$ cat src/rtl/axi_axis_writer_fifo.sv
// AXI4-Lite slave that turns register writes into AXI-Stream beats through a FWFT FIFO.
// Offset 0x0/0x4 push data (0x4 marks tlast), 0x8 is status with W1C overflow, 0xC is undecoded.
module axi_axis_writer_fifo #(
    parameter int AXI_DATA_WIDTH  = 32,
    parameter int AXI_ADDR_WIDTH  = 16,
    parameter int AXIS_DATA_WIDTH = 24,
    parameter int FIFO_DEPTH      = 16
) (
    input  logic                       aclk,
    input  logic                       aresetn,
    input  logic [AXI_ADDR_WIDTH-1:0]  s_axi_awaddr,
    input  logic                       s_axi_awvalid,
    output logic                       s_axi_awready,
    input  logic [AXI_DATA_WIDTH-1:0]  s_axi_wdata,
    input  logic                       s_axi_wvalid,
    output logic                       s_axi_wready,
    output logic [1:0]                 s_axi_bresp,
    output logic                       s_axi_bvalid,
    input  logic                       s_axi_bready,
    input  logic [AXI_ADDR_WIDTH-1:0]  s_axi_araddr,
    input  logic                       s_axi_arvalid,
    output logic                       s_axi_arready,
    output logic [AXI_DATA_WIDTH-1:0]  s_axi_rdata,
    output logic [1:0]                 s_axi_rresp,
    output logic                       s_axi_rvalid,
    input  logic                       s_axi_rready,
    output logic [AXIS_DATA_WIDTH-1:0] m_axis_tdata,
    output logic                       m_axis_tvalid,
    input  logic                       m_axis_tready,
    output logic                       m_axis_tlast
);
    localparam int PW = $clog2(FIFO_DEPTH);
    localparam int CW = PW + 1;
    localparam logic [1:0] RESP_OKAY   = 2'b00;
    localparam logic [1:0] RESP_SLVERR = 2'b10;
    localparam logic [1:0] RESP_DECERR = 2'b11;
    localparam logic [1:0] SEL_STATUS  = 2'd2;

    logic                      aw_held;
    logic                      w_held;
    logic [1:0]                aw_sel;
    logic [AXI_DATA_WIDTH-1:0] w_data;
    logic [PW-1:0]             wr_ptr;
    logic [PW-1:0]             rd_ptr;
    logic [CW-1:0]             count;
    logic                      overflow;
    logic [AXIS_DATA_WIDTH:0]  mem [FIFO_DEPTH];
    logic [AXIS_DATA_WIDTH:0]  head;
    logic [AXIS_DATA_WIDTH-1:0] push_data;
    logic [AXI_DATA_WIDTH-1:0] status;
    logic full, empty, commit, to_fifo, push, pop;
    logic unused_bits;

    assign full    = (count == CW'(FIFO_DEPTH));
    assign empty   = (count == '0);
    assign commit  = aw_held & w_held;
    assign to_fifo = ~aw_sel[1];
    // A full FIFO rejects the push even if a pop happens on the same edge.
    assign push    = commit & to_fifo & ~full;
    assign pop     = ~empty & m_axis_tready;

    assign s_axi_awready = ~aw_held & ~s_axi_bvalid;
    assign s_axi_wready  = ~w_held & ~s_axi_bvalid;
    assign s_axi_arready = ~s_axi_rvalid;

    generate
        if (AXIS_DATA_WIDTH <= AXI_DATA_WIDTH) begin : g_trunc
            assign push_data = w_data[AXIS_DATA_WIDTH-1:0];
        end else begin : g_zext
            assign push_data = {{(AXIS_DATA_WIDTH-AXI_DATA_WIDTH){1'b0}}, w_data};
        end
    endgenerate

    assign head          = mem[rd_ptr];
    assign m_axis_tdata  = head[AXIS_DATA_WIDTH-1:0];
    assign m_axis_tlast  = head[AXIS_DATA_WIDTH];
    assign m_axis_tvalid = ~empty;

    always_comb begin
        status       = '0;
        status[15:0] = 16'(count);
        status[16]   = full;
        status[17]   = empty;
        status[18]   = overflow;
    end

    // Storage carries no reset so it can map onto distributed/block RAM.
    always_ff @(posedge aclk) begin
        if (push) mem[wr_ptr] <= {aw_sel[0], push_data};
    end

    always_ff @(posedge aclk or negedge aresetn) begin
        if (!aresetn) begin
            aw_held      <= 1'b0;
            w_held       <= 1'b0;
            aw_sel       <= '0;
            w_data       <= '0;
            s_axi_bvalid <= 1'b0;
            s_axi_bresp  <= RESP_OKAY;
            s_axi_rvalid <= 1'b0;
            s_axi_rresp  <= RESP_OKAY;
            s_axi_rdata  <= '0;
            wr_ptr       <= '0;
            rd_ptr       <= '0;
            count        <= '0;
            overflow     <= 1'b0;
        end else begin
            if (s_axi_awvalid && s_axi_awready) begin
                aw_held <= 1'b1;
                aw_sel  <= s_axi_awaddr[3:2];
            end
            if (s_axi_wvalid && s_axi_wready) begin
                w_held <= 1'b1;
                w_data <= s_axi_wdata;
            end

            if (commit) begin
                aw_held      <= 1'b0;
                w_held       <= 1'b0;
                s_axi_bvalid <= 1'b1;
                case (aw_sel)
                    2'd0, 2'd1: s_axi_bresp <= full ? RESP_SLVERR : RESP_OKAY;
                    SEL_STATUS: s_axi_bresp <= RESP_OKAY;
                    default:    s_axi_bresp <= RESP_DECERR;
                endcase
            end else if (s_axi_bvalid && s_axi_bready) begin
                s_axi_bvalid <= 1'b0;
            end

            if (commit && to_fifo && full)
                overflow <= 1'b1;
            else if (commit && aw_sel == SEL_STATUS && w_data[18])
                overflow <= 1'b0;

            if (push) wr_ptr <= wr_ptr + 1'b1;
            if (pop)  rd_ptr <= rd_ptr + 1'b1;
            count <= count + CW'(push) - CW'(pop);

            if (s_axi_arvalid && s_axi_arready) begin
                s_axi_rvalid <= 1'b1;
                if (s_axi_araddr[3:2] == SEL_STATUS) begin
                    s_axi_rdata <= status;
                    s_axi_rresp <= RESP_OKAY;
                end else begin
                    s_axi_rdata <= '0;
                    s_axi_rresp <= RESP_DECERR;
                end
            end else if (s_axi_rvalid && s_axi_rready) begin
                s_axi_rvalid <= 1'b0;
            end
        end
    end

    assign unused_bits = ^{s_axi_awaddr[AXI_ADDR_WIDTH-1:4], s_axi_awaddr[1:0],
                           s_axi_araddr[AXI_ADDR_WIDTH-1:4], s_axi_araddr[1:0], w_data};
endmodule

$ cat config.mk
export PLATFORM = sky130hd
export DESIGN_NAME = axi_axis_writer_fifo
export DESIGN_NICKNAME = d
export VERILOG_FILES = /design/src/rtl/axi_axis_writer_fifo.sv
export SDC_FILE = /design/constraint.sdc
export NUM_CORES = 1
export LEC_CHECK = 0
export ABC_AREA = 1
export BUFFER_PORTS_ARGS = -buffer_cell sky130_fd_sc_hd__clkbuf_2
export CORE_MARGIN = 2
export CORE_UTILIZATION = 35
export DETAILED_ROUTE_END_ITERATION = 12
export SLEW_MARGIN = 40
export SYNTH_ARGS = -nofsm -noshare
export SYNTH_HDL_FRONTEND = slang
export SYNTH_SLANG_ARGS = --single-unit
$ cat constraint.sdc
create_clock -name aclk -period 4.2 [get_ports aclk]
set_input_delay 0.84 -clock aclk [delete_from_list [all_inputs] [get_ports aclk]]
set_output_delay 0.84 -clock aclk [all_outputs]
set_load 0.02 [all_outputs]
# Yosys cells after proc, flatten, opt, wreduce, memory -nomap -nowiden

Memory sizes are Yosys's and may differ from the RTL's.
Cells that the tools add are included.

Register bits: 80
Bits in latches: 0
Memory bits (writable): 400
Bits in read-only memories: 0
Output and inout bits: 67
Memories: 1

Add/sub/neg operators: 4
Multipliers: 0
Divide/modulo/power cells: 0
Order comparisons: 0
Equality and inequality tests: 4
Shift operators: 0
Muxes and demuxes: 16
Bitwise operators: 13
Reduce and logical (&&, ||, !) cells: 17

Memory list:

| name | depth | width | read ports | clocked after Yosys merged registers in | wr ports | line | source |
|---|---|---|---|---|---|---|---|
| mem  | 16    | 25    | 1          | 0                                       | 1        | 47   | `logic [AXIS_DATA_WIDTH:0] mem [FIFO_DEPTH];` |

Operator list:

| kind                                                             | count |
|---|---|
| 19-bit two-way mux                                               | 1 |
| 1-bit two-way mux                                                | 12 |
| 2-bit nonzero test                                               | 5 |
| 1-bit logical AND                                                | 9 |
| 4-bit by 1-bit adder with 4-bit output (second input constant)   | 2 |
| 1-bit NOT                                                        | 7 |
| 1-bit AND                                                        | 6 |
| 5-bit by 1-bit adder with 5-bit output                           | 1 |
| 5-bit == test (second input constant)                            | 1 |
| 5-bit zero test                                                  | 1 |
| 5-bit by 1-bit subtractor with 5-bit output                      | 1 |
| 2-bit == test (second input constant)                            | 2 |
| 2-bit two-way mux                                                | 2 |
| 2-bit one-hot mux with 2 select lines                            | 1 |
| 2-bit by 1-bit == test with 1-bit output (second input constant) | 1 |
| 2-bit zero test                                                  | 1 |
| 2-bit OR reduction                                               | 1 |

# Depth between registers and ports, before layout

Word-level depth: 5
Gate-level depth with buffers: 14
Mapped depth without buffers: 14

# Worst setup path after synthesis

OpenSTA, ideal clock, no wires.

Path kind: register -> register
From: register count[2]
To: memory mem[10][0] in the netlist's numbering, enable pin
Setup time: 0.438 ns
Arrival: 2.757 ns
Path slack: 1.005 ns
Stages on the path, launching flop included: 9
Clock period less this slack: 3.195 ns
Cell sequence: dfrtp_1 inv_1 ha_1 nand2_1 nor2_2 nand2_1 nand2_1 buf_2 nor3_1

Cells in the longest elaborated chain, start to end: 5

RTL lines:

| element                                 | line | source |
|---|---|---|
| start, declared                         | 45   | `logic [CW-1:0] count;` |
| start signal, assigned                  | 137  | `count <= count + CW'(push) - CW'(pop);` |
| 5-bit == test                           | 54   | `assign full = (count == CW'(FIFO_DEPTH));` |
| 1-bit NOT                               | 59   | `assign push = commit & to_fifo & ~full;` |
| 1-bit AND                               | 59   |  |
| 1-bit two-way mux                       | 89   | `if (push) mem[wr_ptr] <= {aw_sel[0], push_data};` |
| 1-bit two-way mux (not written as such) | 89   |  |
| end, declared                           | 47   |  |

No other way between the ends.

# Worst setup path after layout

From: register rd_ptr[0]
To: output m_axis_tdata[21]

Cells in the longest elaborated chain, start to end: 1

RTL lines:

| element                 | line | source |
|---|---|---|
| start, declared         | 44   | `logic [PW-1:0] rd_ptr;` |
| start signal, assigned  | 136  | `if (pop) rd_ptr <= rd_ptr + 1'b1;` |
| memory read 16 x 25 bit | n/a  |  |
| end, declared           | 27   | `output logic [AXIS_DATA_WIDTH-1:0] m_axis_tdata,` |

No other way between the ends.

==> qor.tcl <==
set qor(crit_fanout) 53
set qor(die_width_um) 239.1
set qor(cp-start-kind) {register}
set qor(synthesis.instances) 1805
set qor(syn-cell-area_um2) 19350
set qor(die_height_um) 239.1
set qor(tritoncts) {yes}
set qor(ys_warn_count) 0
set qor(total_power_of_the_final_layout_mw) 15.62
set qor(drt_pass1_iterations) 7
set qor(most_used_cell_along_the_critical_path) {nand2_1}
set qor(reg2reg_from) {count[3]}
set qor(period_share) 0.8562
set qor(route.detailed.vias_per_inst) 4.673
set qor(global_route.overflow_total) 0
set qor(total_leakage_power_nw) 9.233
set qor(grt_pass1_vias) 11862
set qor(final.fill_count) 5169
set qor(finalClockSkew_ns) 0.03684
set qor(worst-endpoint-required_ns) 3.36
set qor(worst_ir_drop_vdd_mv) 0.7177
set qor(place_hpwl_um) 25940
set qor(type_of_the_most_critical_hold_path) {in -> async}
set qor(placementRows) 86
set qor(area.growth.synth_to_final_pct) 14.18
set qor(synthDominantCellAreaShare) 0.6208
set qor(worst_path_max_delay_cell) {dfrtp_4}
set qor(drt_drc_violations_left) 0
set qor(antenna_violations_before_repair) 0
set qor(powerDensity_nw_per_um2) 707.0
set qor(floorplan.core_area_um2) 54880
set qor(synth_enable_flop_cells) 400
set qor(clk-insertion-delay-late_ns) 0.56
set qor(final_max_slew_viol_count) 0
set qor(grt_max_degree) 92
set qor(async_reset_ff_frac) 0.1209
set qor(worst_slew_margin_rel) 0.4730
set qor(gp_congestion) 0.7541
set qor(sequential_cell_area_um2) 13390
set qor(outcome) {complete, no violations}
set qor(yosys.area.top_type) {edfxtp_1}
set qor(max_clock_freq_ghz) 0.2781
set qor(cts_inserted_buffers) 45
set qor(synth.yosys.seq_area_share) 0.6920
set qor(r2r_slack_ns) 1.32
set qor(drt-initial-drc-count) 1044
set qor(post_synth.cell_area_avg_um2) 10.72
set qor(cts_htree_levels) 2
set qor(reported_max_cap_violation_count) 0
set qor(ys_dominant_reg_cell) {edfxtp_1}
set qor(final_hold_viol_count) 0
set qor(final_net_count) 1981
set qor(clkSinkCount) 455
set qor(layout-drive-gt1-share) 0.1293
set qor(synth_seq_cells) 455
set qor(diodes) 0
set qor(r2r_cell_count) 9
set qor(post_synth_num_cell_types) 25
set qor(critical_path_cell_by_cell) {inv_4, buf_4, nand2_1, nand3_1, nand2_1, nor2_1, nand2_1, nand2_1, clkbuf_2}
set qor(floorplan.io_pins) 139
set qor(detailroute.via_count) 12324
set qor(drt_wl_total_um) 45440
set qor(min_period_ns) 3.596
set qor(cts_setup_buffers) 0
set qor(cts-root-to-sink-buffers) 3
set qor(post_cts.resized_instances) 0
set qor(wl_per_cell_um) 17.23
set qor(grt_setup_unrepaired) {false}
set qor(cts.clk_slew.worst_paths_ns) 0.06
set qor(grt_first_pass_wirelength_um) 69650
set qor(port_buffers) 78
set qor(groute.usage.overall) 0.1605
set qor(multi_input_area_um2) 4810
set qor(cp.arrival_ns) 2.76
set qor(area_contributors_post_synth) {edfxtp_1, nand2_1, dfrtp_1}
set qor(end_kind) {output pin}
set qor(holdBufCountCts) 0
set qor(cts.root.buffer_cell) {clkbuf_16}
set qor(fin_setup_tns_ns) 0
set qor(floorplan.initialDensity) 0.3526
set qor(setup_viol_count_final) 0
set qor(die_area_um2) 57170
set qor(detail-route-antenna-nets) 0
set qor(reg2reg_to) {mem[7][24]}
set qor(tightest_slew_ns) 0.7905
set qor(cp_peak_stage_delay_ns) 0.50
set qor(path_class) {reg -> out}
[synth_stat cells (3+ instances only)]
cell type	n
o21ai_0	11
buf_1	5
nor3_1	16
nor2_2	3
nand2_1	670
ha_1	11
xor2_1	7
a21oi_1	3
xnor2_1	3
buf_4	34
inv_1	173
nand3_1	158
inv_2	4
nor2_1	155
buf_2	43
dfrtp_1	55
clkbuf_1	9
mux2_2	26
buf_6	13
edfxtp_1	400
[metrics by stage]
step                worst slack, ns    util  cell area [µm²]  hold WS (ns)  cells
detailed placement            1.123  0.3752            20590        0.4692   2554
CTS                          0.5433  0.4024            22080        0.1571   2637
floorplan                     1.005       -            19430        0.4596   1828
global route                 0.4179  0.4026            22090        0.1849   2637
finish                       0.6039  0.4026            22090        0.1743   2637
global placement              1.121  0.3739            20520        0.4684   2552
[cells by family after synthesis]
logic type / share of synthesized area
AO/OA/AOI/OAI: 0.004074
AND/OR/NAND/NOR: 0.2067
adder cells (fa/ha/maj): 0.008148
flip-flops: 0.6920
multiplexers: 0.01513
XOR/XNOR: 0.004527
buffers and inverters: 0.06926
other: 0.0001938
[worst max path at each step]
stage	from	to	slack, ns
3_3_place_gp	rd_ptr[0]	m_axis_tdata[5]	1.12
4_1_cts	rd_ptr[0]	m_axis_tdata[5]	0.54
3_5_place_dp	rd_ptr[0]	m_axis_tdata[5]	1.12
2_1_floorplan	count[2]	mem[10][0]	1.01
5_1_grt	rd_ptr[0]	m_axis_tdata[21]	0.42
6_report	rd_ptr[0]	m_axis_tdata[21]	0.60
[power by group]
| part | internal (mW) | switching, mW | total [mW] |
|---|---|---|---|
| clock | 2.37 | 1.69 | 4.06 |
| sequential | 5.88 | 0.766 | 6.65 |
| combinational | 1.46 | 3.45 | 4.91 |
[state kept, by name (all words and copies together) (netlist names)]
signal        flops
aw_sel            2
overflow          1
aw_held           1
rd_ptr            4
count             5
wr_ptr            4
s_axi_rresp       1
s_axi_bvalid      1
mem             400
s_axi_bresp       2
s_axi_rdata       8
s_axi_rvalid      1
w_held            1
w_data           24
[routing by layer]
layer	track usage	up-vias	part of all wire
li1	-	5978	-
met1	0.2159	5911	0.44
met2	0.2697	354	0.47
met3	0.02448	81	0.057
met4	0.04527	0	0.024
met5	0	-	0
[area by class of cell]
| class | count | share of cell area |
|---|---|---|
| Sequential cell | 455 | 0.6063 |
| Multi-Input combinational cell | 1091 | 0.2177 |
| Clock buffer | 50 | 0.05279 |
| Tap cell | 704 | 0.03987 |
| Timing Repair Buffer | 126 | 0.03806 |
| Inverter | 178 | 0.03036 |
| Clock inverter | 33 | 0.01495 |
[layout by cell type (no fill, tap or decap), drive strengths merged]
master    synthesis  final
a22o              1      1
conb              1     24
dfrtp            55     55
xor2              7      7
nor3             16     16
nand2           672    672
a21oi             3      3
nand3           158    158
buf              95     48
inv             178    178
mux2             26     26
o21ai            11     11
clkbuf            9    128
edfxtp          400    400
clkinvlp          0      6
clkinv            0     21
nor2            158    158
fa                1      1
bufinv            0      6
xnor2             3      3
ha               11     11
[critical path, delay by kind of cell (launching register included)]
family                 cells  cell delay [ns]
buffers and inverters      3             1.13
AND/OR/NAND/NOR            6             0.54
flip-flops                 1             0.50
(Power assumes the default switching activity.)
